**config.mk**
```make
export PLATFORM = sky130hd
export DESIGN_NAME = lutram_fifo
export DESIGN_NICKNAME = d
export VERILOG_FILES = /design/src/rtl/lutram_fifo_pkg.sv /design/src/rtl/lutram_fifo_ram.sv /design/src/rtl/lutram_fifo.sv
export SDC_FILE = /design/constraint.sdc
export NUM_CORES = 1
export LEC_CHECK = 0
export CORE_MARGIN = 10
export CORE_UTILIZATION = 63
export CTS_BUF_LIST = sky130_fd_sc_hd__clkbuf_4
export DETAILED_ROUTE_END_ITERATION = 10
export PLACE_DENSITY = 0.84
export SYNTH_ARGS = -nofsm -noshare
export SYNTH_HDL_FRONTEND = slang
export SYNTH_SLANG_ARGS = --single-unit
export TNS_END_PERCENT = 1
```
**constraint.sdc**
```tcl
create_clock -name clk -period 7.7 [get_ports clk]
set_clock_uncertainty 0.1 [all_clocks]
set_input_delay 0.77 -clock clk [delete_from_list [all_inputs] [get_ports clk]]
set_output_delay 0.77 -clock clk [all_outputs]
set_load 0.02 [all_outputs]
```
**src/rtl/lutram_fifo_pkg.sv**
```systemverilog
// Shared types and pointer helpers for the distributed-RAM FWFT FIFO.
// Pointers carry one wrap bit above the RAM index; helpers work for any index width up to MAX_ADDR_WIDTH.
package lutram_fifo_pkg;

  localparam int unsigned FIFO_ADDR_WIDTH = 4;
  localparam int unsigned MAX_ADDR_WIDTH  = 15;

  typedef logic [MAX_ADDR_WIDTH:0] ptr_t;
  typedef logic [MAX_ADDR_WIDTH:0] count_t;

  function automatic logic ptr_empty(input ptr_t wr, input ptr_t rd);
    return wr == rd;
  endfunction

  // Full when the index bits match and only the wrap bit (bit aw) differs.
  function automatic logic ptr_full(input ptr_t wr, input ptr_t rd,
                                    input int unsigned aw = FIFO_ADDR_WIDTH);
    ptr_t wrap_only;
    wrap_only = ptr_t'(1) << aw;
    return (wr ^ rd) == wrap_only;
  endfunction

endpackage

```
**src/rtl/lutram_fifo_ram.sv**
```systemverilog
// Dual-port distributed RAM: port 1 writes (byte strobed) and reads, port 2 reads only.
// READ_LATENCY 0 gives asynchronous reads; any other value registers both read ports.
module LUTRAM_DualPort #(
  parameter int unsigned ADDR_WIDTH   = 4,
  parameter int unsigned DATA_WIDTH   = 64,
  parameter int unsigned BYTE_WIDTH   = 8,
  parameter int unsigned READ_LATENCY = 0
) (
  input  logic                           clk,
  input  logic                           en_1,
  input  logic [DATA_WIDTH/BYTE_WIDTH-1:0] strobe_1,
  input  logic [ADDR_WIDTH-1:0]          addr_1,
  input  logic [DATA_WIDTH-1:0]          wdata_1,
  output logic [DATA_WIDTH-1:0]          rdata_1,
  input  logic                           en_2,
  input  logic [ADDR_WIDTH-1:0]          addr_2,
  output logic [DATA_WIDTH-1:0]          rdata_2
);

  localparam int unsigned NUM_BYTES = DATA_WIDTH / BYTE_WIDTH;

  logic [DATA_WIDTH-1:0] mem [2**ADDR_WIDTH];

  // NOTE: the storage array has no reset branch; resetting it would stop it
  // mapping onto distributed RAM, and its contents are never trusted before a write.
  always_ff @(posedge clk) begin
    if (en_1) begin
      for (int b = 0; b < NUM_BYTES; b++) begin
        if (strobe_1[b]) begin
          mem[addr_1][b*BYTE_WIDTH +: BYTE_WIDTH] <= wdata_1[b*BYTE_WIDTH +: BYTE_WIDTH];
        end
      end
    end
  end

  if (READ_LATENCY == 0) begin : g_async_read
    assign rdata_1 = mem[addr_1];
    assign rdata_2 = en_2 ? mem[addr_2] : '0;
  end else begin : g_sync_read
    logic [DATA_WIDTH-1:0] rdata_1_q;
    logic [DATA_WIDTH-1:0] rdata_2_q;

    always_ff @(posedge clk) begin
      if (en_1) rdata_1_q <= mem[addr_1];
      if (en_2) rdata_2_q <= mem[addr_2];
    end

    assign rdata_1 = rdata_1_q;
    assign rdata_2 = rdata_2_q;
  end

endmodule

```
**src/rtl/lutram_fifo.sv**
```systemverilog
// First-word-fall-through FIFO over a distributed RAM: pointers, occupancy and flags live here,
// data goes straight from the producer into the RAM and from the RAM's async port to the consumer.
module lutram_fifo
  import lutram_fifo_pkg::*;
#(
  parameter int unsigned ADDR_WIDTH  = FIFO_ADDR_WIDTH,
  parameter int unsigned DATA_WIDTH  = 64,
  parameter int unsigned AFULL_LEVEL = (1 << ADDR_WIDTH) - 2
) (
  input  logic                  clk,
  input  logic                  resetn,
  input  logic                  flush,
  input  logic                  in_valid,
  output logic                  in_ready,
  input  logic [DATA_WIDTH-1:0] in_data,
  output logic                  out_valid,
  input  logic                  out_ready,
  output logic [DATA_WIDTH-1:0] out_data,
  output logic [ADDR_WIDTH:0]   count,
  output logic                  almost_full
);

  typedef logic [ADDR_WIDTH:0] fifo_ptr_t;

  localparam fifo_ptr_t PTR_ONE   = fifo_ptr_t'(1);
  localparam fifo_ptr_t AFULL_CNT = fifo_ptr_t'(AFULL_LEVEL);

  fifo_ptr_t wr_ptr_q, wr_ptr_d;
  fifo_ptr_t rd_ptr_q, rd_ptr_d;
  fifo_ptr_t count_q,  count_d;

  logic full;
  logic empty;
  logic push;
  logic pop;
  logic [DATA_WIDTH-1:0] unused_rdata_1;

  // Flags come only from registered pointers, so no input reaches them combinationally.
  assign full        = ptr_full(ptr_t'(wr_ptr_q), ptr_t'(rd_ptr_q), ADDR_WIDTH);
  assign empty       = ptr_empty(ptr_t'(wr_ptr_q), ptr_t'(rd_ptr_q));
  assign in_ready    = !full;
  assign out_valid   = !empty;
  assign almost_full = count_q >= AFULL_CNT;
  assign count       = count_q;

  assign push = in_valid & in_ready;
  assign pop  = out_valid & out_ready;

  // NOTE: every variable gets its hold value before any branch, so no path
  // through this block leaves one unassigned and no latch is inferred.
  always_comb begin
    wr_ptr_d = wr_ptr_q;
    rd_ptr_d = rd_ptr_q;
    count_d  = count_q;
    if (flush) begin
      wr_ptr_d = '0;
      rd_ptr_d = '0;
      count_d  = '0;
    end else begin
      if (push) wr_ptr_d = wr_ptr_q + PTR_ONE;
      if (pop)  rd_ptr_d = rd_ptr_q + PTR_ONE;
      unique case ({push, pop})
        2'b10:   count_d = count_q + PTR_ONE;
        2'b01:   count_d = count_q - PTR_ONE;
        default: count_d = count_q;
      endcase
    end
  end

  // NOTE: state registers use non-blocking assignments so every flop samples
  // the pre-edge values, independent of statement order.
  always_ff @(posedge clk or negedge resetn) begin
    if (!resetn) begin
      wr_ptr_q <= '0;
      rd_ptr_q <= '0;
      count_q  <= '0;
    end else begin
      wr_ptr_q <= wr_ptr_d;
      rd_ptr_q <= rd_ptr_d;
      count_q  <= count_d;
    end
  end

  LUTRAM_DualPort #(
    .ADDR_WIDTH   (ADDR_WIDTH),
    .DATA_WIDTH   (DATA_WIDTH),
    .BYTE_WIDTH   (DATA_WIDTH),
    .READ_LATENCY (0)
  ) u_ram (
    .clk      (clk),
    .en_1     (push),
    .strobe_1 (1'b1),
    .addr_1   (wr_ptr_q[ADDR_WIDTH-1:0]),
    .wdata_1  (in_data),
    .rdata_1  (unused_rdata_1),
    .en_2     (1'b1),
    .addr_2   (rd_ptr_q[ADDR_WIDTH-1:0]),
    .rdata_2  (out_data)
  );

endmodule
```
==> impl_metrics.ini <==
[outcome]
status = completed

[power_and_ir_drop]
swShare = 0.241
power.leakage_nw = 14.1
power_mw = 12.2
ir_drop_mv = 0.213
p_per_area_mw_per_mm2 = 269
p_int_mw = 9.26
p_sw_mw = 2.94
clockPowerShare = 0.339
power_frac_seq = 0.522
comb_power_share = 0.139

[floorplanning]
floorplan.initialDensity = 0.636
row_count = 92
num_io_pins = 141
die_y_um = 272
core_area_mm2 = 0.0630
die_x_um = 272
dieArea_mm2 = 0.0740

[critical_path]
cp_slowest_stage_delay_ps = 910
endpoint_kind = primary output
path_cells = buf_4 -> mux4_2 -> nor2b_1 -> a211oi_1 -> a21oi_1 -> clkdlybuf4s50_1
critPathLaunchType = flip-flop
worst-endpoint-required_ps = 6830
slowest_stage = dfrtp_4
crit_path_max_fanout = 37
worstPathArrival_ps = 4630
crit_type = flip-flop to primary output

[global_routing]
grt_first_pass_wirelength_mm = 127
grt_max_degree = 115
grt_pass1_vias = 20700
overflow = 0
grt.total_usage = 0.230
antenna_found_initial = 7

[placement]
dp.final_hpwl_mm = 43.1
place_congestion = 0.754
pre_cts_ws_ps = 3230
portBuffers = 140

[timing]
clock.fmax_ghz = 0.182
rsz0062_at_grt = false
holdWs_ps = 448
period_share = 0.714
finalHoldViolCount = 0
setup_viol = 0
setup_tns_ps = 0
min_period_ps = 5500
maxSlewHeadroom = 0.267
maxSlewViolCount = 0
worstMarginPinSlew_ps = 1100
setup_ws_ps = 2200

[drt]
wl_met2_mm = 43.0
drc_errors = 0
routedWlPerCell_um = 26.7
route.final.wire_length_mm = 83.1
drt-met1-wl_mm = 31.5
num_vias = 19700
wl_met3_mm = 7.03
drt_pass1_iterations = 5
ant_nets = 0
top_layer = met5
drtIter0Drc = 1996
via_per_inst = 6.33

[finish]
fill_cells = 3519
multi_input_area_mm2 = 0.00845
final_nets = 2158
final-seq-area_mm2 = 0.0311
mostFrequentLayoutCell = edfxtp_1
drive_gt1_frac = 0.296
area_delta_synth_final_pct = 13.3
mostFrequentLayoutCells = 1024 x edfxtp_1, 338 x clkbuf_4, 256 x mux4_2, 140 x clkdlybuf4s50_1, 73 x clkinv_1

[logic_synthesis]
synth_seq_cells = 1039
synthesis.area_mm2 = 0.0400
ys_seq_area_frac = 0.777
synth_cells = 1765
postSynthAreaPerCell_um2 = 22.7
synth_area_leaders = edfxtp_1 77%, mux4_2 14%, mux2i_1 1.7%
syn_nets = 1843
yosysWarnings = 0
yosysTopAreaCellShare = 0.768
synth_top_cell_by_area = edfxtp_1
synth_cell_type_count = 37

[run]
drv_cap = 0

[clock_tree]
cts_buffer_depth = 3
cts_root_buf = clkbuf_4
cts_sinks = 1039
path_clk_slew_ps = 60
cts-resized-gates = 0
clkLatencyLatePin_ps = 1050
numCtsBuffers = 235
h-tree-depth = 4
cts_tree = built

[min_path]
hold_path.class = input port to flip-flop
-- power groups by stage --
| stage | Sequential, mW | Clock [mW] | Combinational (mW) |
|---|---|---|---|
| global placement | 6.48 | 0 | 1.67 |
| global route | 6.37 | 4.52 | 1.82 |
| CTS | 6.37 | 4.23 | 1.72 |
| floorplan | 6.45 | 0 | 1.23 |
| finish | 6.37 | 4.14 | 1.69 |
| detailed placement | 6.49 | 0 | 1.71 |
-- synth_stat cells --
cell type	n
o21ai_0	6
a31o_2	1
nor2_1	21
xor2_1	5
o211ai_1	3
mux2_4	1
edfxtp_1	1024
inv_1	5
dfrtp_1	15
a21o_1	2
xnor2_1	11
o21a_1	1
and4_1	1
buf_1	16
mux2i_1	68
nand3_1	4
a21oi_1	73
nor3_1	4
buf_6	17
ha_1	8
nor2b_1	66
mux2_1	1
nand4_1	4
a32oi_1	1
buf_4	6
nand2_1	8
nand2b_1	5
a21boi_2	1
mux4_2	256
buf_2	24
a211oi_1	64
fa_1	1
or2_2	1
and3b_1	1
clkbuf_1	38
and3_1	1
a311oi_1	1
-- through the flow --
step                instances  utilization  cell area [um^2]
floorplan                1765            -             40000
global placement         2688        0.673             42400
detailed placement       2688        0.673             42400
CTS                      3115        0.720             45400
global route             3117        0.720             45400
finish                   3118        0.720             45400
-- worst paths after layout --
| check | depth (start not counted) | end | slack [ps] | startpoint |
|---|---|---|---|---|
| setup / recovery | 6 | out_data[0] | 2200 | rd_ptr_q[0]$_DFFE_PN0P_ |
| hold / removal | 3 | rd_ptr_q[1]$_DFFE_PN0P_ | 450 | out_ready |
| min in group asynchronous | 2 | count[0]$_DFFE_PN0P_ | 600 | resetn |
| max in group asynchronous | 2 | rd_ptr_q[0]$_DFFE_PN0P_ | 6360 | resetn |
| setup reg to reg | 7 | u_ram.mem[8][42]$_DFFE_PP_ | 3230 | rd_ptr_q[1]$_DFFE_PN0P_ |
| hold reg to reg | 2 | count[0]$_DFFE_PN0P_ | 510 | count[0]$_DFFE_PN0P_ |
-- worst max-delay path, delay by kind of cell, from the launching register on --
family	cells	cell delay, ps
compound gates	2	560
buf+inv	2	1320
flops	1	910
mux	1	600
simple gates	1	140
-- layer usage --
metal	up-vias	global-route usage
met5	-	0
met1	10400	0.303
li1	8230	-
met3	131	0.0521
met4	8	0.0781
met2	1004	0.378
-- final cells by class --
| type | count | area share |
|---|---|---|
| Clock buffer | 338 | 0.0559 |
| Tap cell | 846 | 0.0233 |
| Clock inverter | 88 | 0.00932 |
| Antenna cell | 3 | 0.000166 |
| Sequential cell | 1039 | 0.687 |
| Multi-Input combinational cell | 620 | 0.186 |
| Inverter | 5 | 0.000414 |
| Timing Repair Buffer | 179 | 0.0380 |
-- repair_timing --
item	CTS	global route
hold endpoints to repair	15	0
hold buffers	1	0
setup buffers	0	0
-- cell families after synthesis --
kind of cell | after synthesis | synth area share
DFF | 1039 | 0.777
muxes | 326 | 0.162
AOI/OAI and AO/OA | 153 | 0.0239
and+or+nand+nor | 116 | 0.0162
buffers and inverters | 106 | 0.0144
xor gates and xnor gates | 16 | 0.00350
adders and majority gates | 9 | 0.00300
-- state kept, by name, summed over array words and instances (netlist names) --
register   flops
wr_ptr_q       5
count          5
u_ram.mem   1024
rd_ptr_q       5
(Power assumes the default switching activity.)
